## src/rtl/piso_tx.sv

```systemverilog
// Parallel-in serial-out transmitter: accepts one WIDTH-bit word per valid/ready
// handshake and emits it bit by bit on a valid/ready serial stream.
module piso_tx #(
   parameter int unsigned WIDTH     = 8,
   parameter bit          MSB_FIRST = 1'b1
) (
   input  logic             clk,
   input  logic             rst,
   input  logic [WIDTH-1:0] in_data,
   input  logic             in_valid,
   output logic             in_ready,
   output logic             ser_out,
   output logic             ser_valid,
   output logic             ser_last,
   input  logic             ser_ready,
   output logic             busy
);

   localparam int unsigned    CW       = $clog2(WIDTH);
   localparam logic [CW-1:0]  LAST_CNT = CW'(WIDTH - 1);

   typedef enum logic {
      IDLE  = 1'b0,
      SHIFT = 1'b1
   } state_t;

   state_t           state_q, state_d;
   logic [WIDTH-1:0] sr_q, sr_d;
   logic [CW-1:0]    cnt_q, cnt_d;
   logic             ser_out_q, ser_out_d;
   logic             ser_valid_q, ser_valid_d;
   logic             ser_last_q, ser_last_d;
   logic             in_ready_q, in_ready_d;
   logic             busy_q, busy_d;
   logic [WIDTH-1:0] sr_adv;

   function automatic logic head(input logic [WIDTH-1:0] v);
      return MSB_FIRST ? v[WIDTH-1] : v[0];
   endfunction

   // Rotate rather than shift in zeros; the register is cleared when the word completes.
   assign sr_adv = MSB_FIRST ? {sr_q[WIDTH-2:0], sr_q[WIDTH-1]}
                             : {sr_q[0], sr_q[WIDTH-1:1]};

   always_comb begin
      state_d     = state_q;
      sr_d        = sr_q;
      cnt_d       = cnt_q;
      ser_out_d   = ser_out_q;
      ser_valid_d = ser_valid_q;
      ser_last_d  = ser_last_q;
      in_ready_d  = in_ready_q;
      busy_d      = busy_q;
      case (state_q)
         IDLE: begin
            if (in_valid) begin
               state_d     = SHIFT;
               sr_d        = in_data;
               cnt_d       = '0;
               ser_out_d   = head(in_data);
               ser_valid_d = 1'b1;
               ser_last_d  = 1'b0;
               in_ready_d  = 1'b0;
               busy_d      = 1'b1;
            end
         end
         SHIFT: begin
            if (ser_ready) begin
               if (cnt_q == LAST_CNT) begin
                  state_d     = IDLE;
                  sr_d        = '0;
                  cnt_d       = '0;
                  ser_out_d   = 1'b0;
                  ser_valid_d = 1'b0;
                  ser_last_d  = 1'b0;
                  in_ready_d  = 1'b1;
                  busy_d      = 1'b0;
               end else begin
                  sr_d       = sr_adv;
                  cnt_d      = cnt_q + 1'b1;
                  ser_out_d  = head(sr_adv);
                  ser_last_d = ((cnt_q + 1'b1) == LAST_CNT);
               end
            end
         end
         default: begin
            state_d     = IDLE;
            sr_d        = '0;
            cnt_d       = '0;
            ser_out_d   = 1'b0;
            ser_valid_d = 1'b0;
            ser_last_d  = 1'b0;
            in_ready_d  = 1'b1;
            busy_d      = 1'b0;
         end
      endcase
   end

   always_ff @(posedge clk) begin
      if (rst) begin
         state_q     <= IDLE;
         sr_q        <= '0;
         cnt_q       <= '0;
         ser_out_q   <= 1'b0;
         ser_valid_q <= 1'b0;
         ser_last_q  <= 1'b0;
         in_ready_q  <= 1'b1;
         busy_q      <= 1'b0;
      end else begin
         state_q     <= state_d;
         sr_q        <= sr_d;
         cnt_q       <= cnt_d;
         ser_out_q   <= ser_out_d;
         ser_valid_q <= ser_valid_d;
         ser_last_q  <= ser_last_d;
         in_ready_q  <= in_ready_d;
         busy_q      <= busy_d;
      end
   end

   assign in_ready  = in_ready_q;
   assign ser_out   = ser_out_q;
   assign ser_valid = ser_valid_q;
   assign ser_last  = ser_last_q;
   assign busy      = busy_q;

endmodule

```

## config.mk

```make
export PLATFORM = sky130hd
export DESIGN_NAME = piso_tx
export DESIGN_NICKNAME = d
export VERILOG_FILES = /design/src/rtl/piso_tx.sv
export SDC_FILE = /design/constraint.sdc
export NUM_CORES = 1
export LEC_CHECK = 0
export CORE_UTILIZATION = 43
export CTS_CLUSTER_DIAMETER = 30
export DETAILED_ROUTE_END_ITERATION = 8
export GPL_ROUTABILITY_DRIVEN = 0
export GPL_TIMING_DRIVEN = 1
export PLACE_DENSITY = 0.73
export SKIP_CTS_REPAIR_TIMING = 1
export SYNTH_ARGS = -nofsm -noshare
export SYNTH_HDL_FRONTEND = slang
export SYNTH_SLANG_ARGS = --single-unit
```

## constraint.sdc

```tcl
create_clock -name clk -period 1.4 [get_ports clk]
set_clock_uncertainty 0.05 [all_clocks]
set_input_delay 0.21 -clock clk [delete_from_list [all_inputs] [get_ports clk]]
set_output_delay 0.21 -clock clk [all_outputs]
set_load 0.03 [all_outputs]
```

After elaboration in Yosys (flattened, before gate mapping)
Cells that the tools add are included. W data, S select, Z words.

Eq/ne operators: 5. Add/subtract/negate cells: 1. Bitwise operators: 1. Reduce and logical (&&, ||, !) cells: 2. Mux-type cells: 27.

Operator list (number): $mux W8 (3); $pmux W8 S2 (1); $mux W1 (14); $pmux W1 S2 (5); $mux W3 (3); $eq A3 B3 Y1 const B (2); $pmux W3 S2 (1); $ne A2 B2 Y1 const B (2); $add A3 B1 Y3 const B (1); $reduce_and A3 Y1 (1); $ne A2 B1 Y1 const B (1); $reduce_and A2 Y1 (1); $not A1 Y1 (1).

Logic and storage cells: 43. Flip-flop bits (word level): 16. Output and inout port bits: 5. Input port bits: 12.

Depth between registers and ports, before layout
Word-level depth: 5. Gate-level depth with buffers: 5.

Worst setup path after synthesis
OpenSTA, ideal clock, no wires.

Path type: reg2reg. Start point: register cnt_q[0]. End point: register busy_q (netlist: busy). Path slack: 0.052 ns. Setup time: 0.070 ns. Stages on the path, launching flop included: 6. Data required time: 1.280 ns. Arrival time: 1.229 ns. Path buffers: 0. Path through: dfxtp_1 -> ha_1 -> ha_1 -> and3_1 -> nand2b_1 -> a21oi_1.

Longest elaborated chain between the ends: 3.

Ends and longest elaborated chain: from (decl) (line 29) `logic [CW-1:0] cnt_q, cnt_d;`; from (signal assigned) (line 112) `cnt_q <= cnt_d;`; $eq A3 B3 Y1 (line 69) `if (cnt_q == LAST_CNT) begin`; $ne A2 B1 Y1 (no source line); $reduce_and A3 Y1 (no source line); to (signal assigned) (line 117) `busy_q <= busy_d;`; to (decl) (line 34) `logic busy_q, busy_d;`.

No other way between the ends. A chain may end at the register's enable or synchronous reset.

Worst setup path after layout
Start point: register cnt_q[0]. End point: register sr_q[3].

Longest elaborated chain between the ends: 4.

Ends and longest elaborated chain: $eq A3 B3 Y1 (line 69); $mux W8 (line 69); $mux W8 (line 68) `if (ser_ready) begin`; $pmux W8 S2 (line 54) `case (state_q)`; to (signal assigned) (line 111) `sr_q <= sr_d;`; to (decl) (line 28) `logic [WIDTH-1:0] sr_q, sr_d;`.

No other way between the ends. The select of a mux whose other input is x is not followed.

==> results.sh <==
export IMPL_synth_edf_count=0
export IMPL_grt_use_met3_pct=5.42
export IMPL_layout_min_cycle_time_ns=1.33
export IMPL_port_buffers=16
export IMPL_drtPass1Iterations=6
export IMPL_p_per_area_nw_per_um2=897
export IMPL_synth_common_cells="dfxtp_1, nor2b_1, nor2_2, o22ai_1, nor3_2"
export IMPL_netlist_instances=81
export IMPL_min_period_over_period_pct=95.0
export IMPL_dpl_hpwl_mm=1.07
export IMPL_clk_latency_ns=0.28
export IMPL_pre_cts_ws_ns=-0.109
export IMPL_crit_family="adder cells"
export IMPL_yosys_top_cells_area="dfxtp_1, nor3_2, nor2b_1"
export IMPL_first_global_vias=632
export IMPL_setup_slack_ns=0.0705
export IMPL_grt_met2_usage_pct=30.1
export IMPL_ys_ff_latch=15
export IMPL_fin_nets=120
export IMPL_clk_pin_slew_ns=0.09
export IMPL_io_pins=17
export IMPL_status="finished with violations"
export IMPL_synthArstFlopShare_pct=0
export IMPL_tightestPinTransition_ns=0.339
export IMPL_grtUsageTotal_pct=18.9
export IMPL_antenna_found_initial=0
export IMPL_viasPerCell=5.45
export IMPL_drv_slew=0
export IMPL_drt_total_wl_mm=1.57
export IMPL_grt_busiest_layer="met2"
export IMPL_numCtsBuffers=3
export IMPL_irDropWorstVdd_mv=0.529
export IMPL_netlist_area_um2=752
export IMPL_ys_seq_area_share_pct=39.9
export IMPL_path_cells="ha_2, ha_4, buf_12, nor2b_2, o22ai_2, nor3_2"
export IMPL_die_y_um=43.8
export IMPL_drc=3
export IMPL_fp_row_count=14
export IMPL_start_util_pct=47.7
export IMPL_die_w_um=43.8
export IMPL_hold_ws_ns=0.432
export IMPL_syn_area_per_cell_um2=9.28
export IMPL_setup_viol=0
export IMPL_dr_total_vias=654
export IMPL_clockBufferDepth=2
export IMPL_critPathLaunchType="flip-flop"
export IMPL_grt_use_met1_pct=24.9
export IMPL_max_stage_delay_ns=0.32
export IMPL_endpoint_kind="flip-flop"
export IMPL_required_ns=1.56
export IMPL_syn_num_nets=96
export IMPL_grt_max_degree=16
export IMPL_cts_root_buffer="clkbuf_4"
export IMPL_fill_cells=128
export IMPL_rsz0062_at_grt="false"
export IMPL_grt_pass1_wl_mm=2.74
export IMPL_path_max_fanout=9
export IMPL_drt_iter0_markers=11
export IMPL_hp_class="reg -> reg"
export IMPL_globalRouteOverflowTotal=0
export IMPL_failed_checks="DRC"
export IMPL_syn2layout_area_growth_pct=39.8
export IMPL_crit_buf_inv=1
export IMPL_ant_nets=0
export IMPL_cap_violations=0
export IMPL_n_antenna_cell=0
export IMPL_slew_headroom_pct=77.4
export IMPL_dieArea_um2=1920
export IMPL_h_tree_depth=1
export IMPL_synth_most_common_cell="dfxtp_1"
export IMPL_core_area_um2=1580
export IMPL_worstSetupPathType="reg -> reg"
export IMPL_ys_flop_type="dfxtp_1"
export IMPL_route_detailed_wl_per_inst_um=13.1
export IMPL_arrival_ns=1.49
export IMPL_slowest_stage="dfxtp_1"
export IMPL_cts_sinks=15
export IMPL_fmax_ghz=0.752
export IMPL_finalPower_w=0.000943
export IMPL_drive_gt1_share_pct=32.7
export IMPL_yosys_warnings=0
export IMPL_cts_tree="yes"
export IMPL_p_leak_nw=0.469
export IMPL_ys_types=26
export IMPL_hold_violations=0
export IMPL_yosys_area_top_type="dfxtp_1"
export IMPL_yosysTopAreaCellShare_pct=39.9
cells in the final DEF, fill, tap and decap left out, drive strengths merged:
cell type	count
a21oi	5
and3	1
buf	8
clkbuf	4
clkdlybuf4s50	11
dfxtp	15
dlymetal6s2s	5
ha	3
inv	1
mux2	1
nand2	2
nand2b	3
nand3	3
nand4	1
nor2	10
nor2b	9
nor3	9
nor3b	1
o211ai	1
o21ai	1
o22ai	8
or3b	1
xor2	1
path summary, 6_finish.rpt:
| check | startpoint | to | slack, ns | cells after the start |
|---|---|---|---|---|
| worst max register to register | cnt_q[0] | sr_q[3] | 0.07 | 6 |
| worst max-delay path | cnt_q[0] | sr_q[3] | 0.07 | 6 |
| worst min register to register | ser_last | ser_last | 0.43 | 2 |
| worst min-delay path | ser_last | ser_last | 0.43 | 2 |
registers in the layout, indices dropped and copies added, names as in the netlist:
name	flops
busy	1
in_ready	1
cnt_q	3
sr_q	8
state_q	1
ser_last	1
worst reg2reg max path, stage by stage (launching register included):
cell	delay [ns]
dfxtp_1	0.32
ha_2	0.19
ha_4	0.17
buf_12	0.13
nor2b_2	0.13
o22ai_2	0.10
nor3_2	0.16
routing by layer:
metal	wire (um)	share of wire, %	up-vias
met1	679	43	303
met2	791	51	19
met5	0	0	-
met3	83	5.3	2
met4	12	0.77	0
li1	-	-	330
through the flow:
stage	util (%)	TNS, ns	instances	area (um^2)
global placement	62.4	-0.510	116	983
floorplan	-	0	81	752
global route	66.7	0	120	1050
CTS	64.0	-0.868	120	1010
detailed placement	62.4	-0.762	116	983
finish	66.7	0	120	1050
layout make-up:
cell class / instances / area (um^2) / share of cell area, %
Sequential cell: 15 / 300 / 28.6
Inverter: 1 / 3.75 / 0.357
Tap cell: 16 / 20.0 / 1.90
Clock buffer: 4 / 26.3 / 2.50
Multi-Input combinational cell: 60 / 443 / 42.1
Timing Repair Buffer: 24 / 258 / 24.5
report_power, final:
group	switching (W)	internal (W)
Combinational	0.000106	0.000115
Sequential	0.0000218	0.000458
Clock	0.000132	0.000110
kinds of logic after synthesis:
family,count (synthesis),synth area share [%]
AOI/OAI and AO/OA,15,12.1
xor gates and xnor gates,1,1.16
adders and majority gates,3,4.99
buffers and inverters,6,4.99
DFF,15,39.9
muxes,1,2.00
and+or+nand+nor,40,34.8
Note: power is estimated with default switching activity, not from simulation.
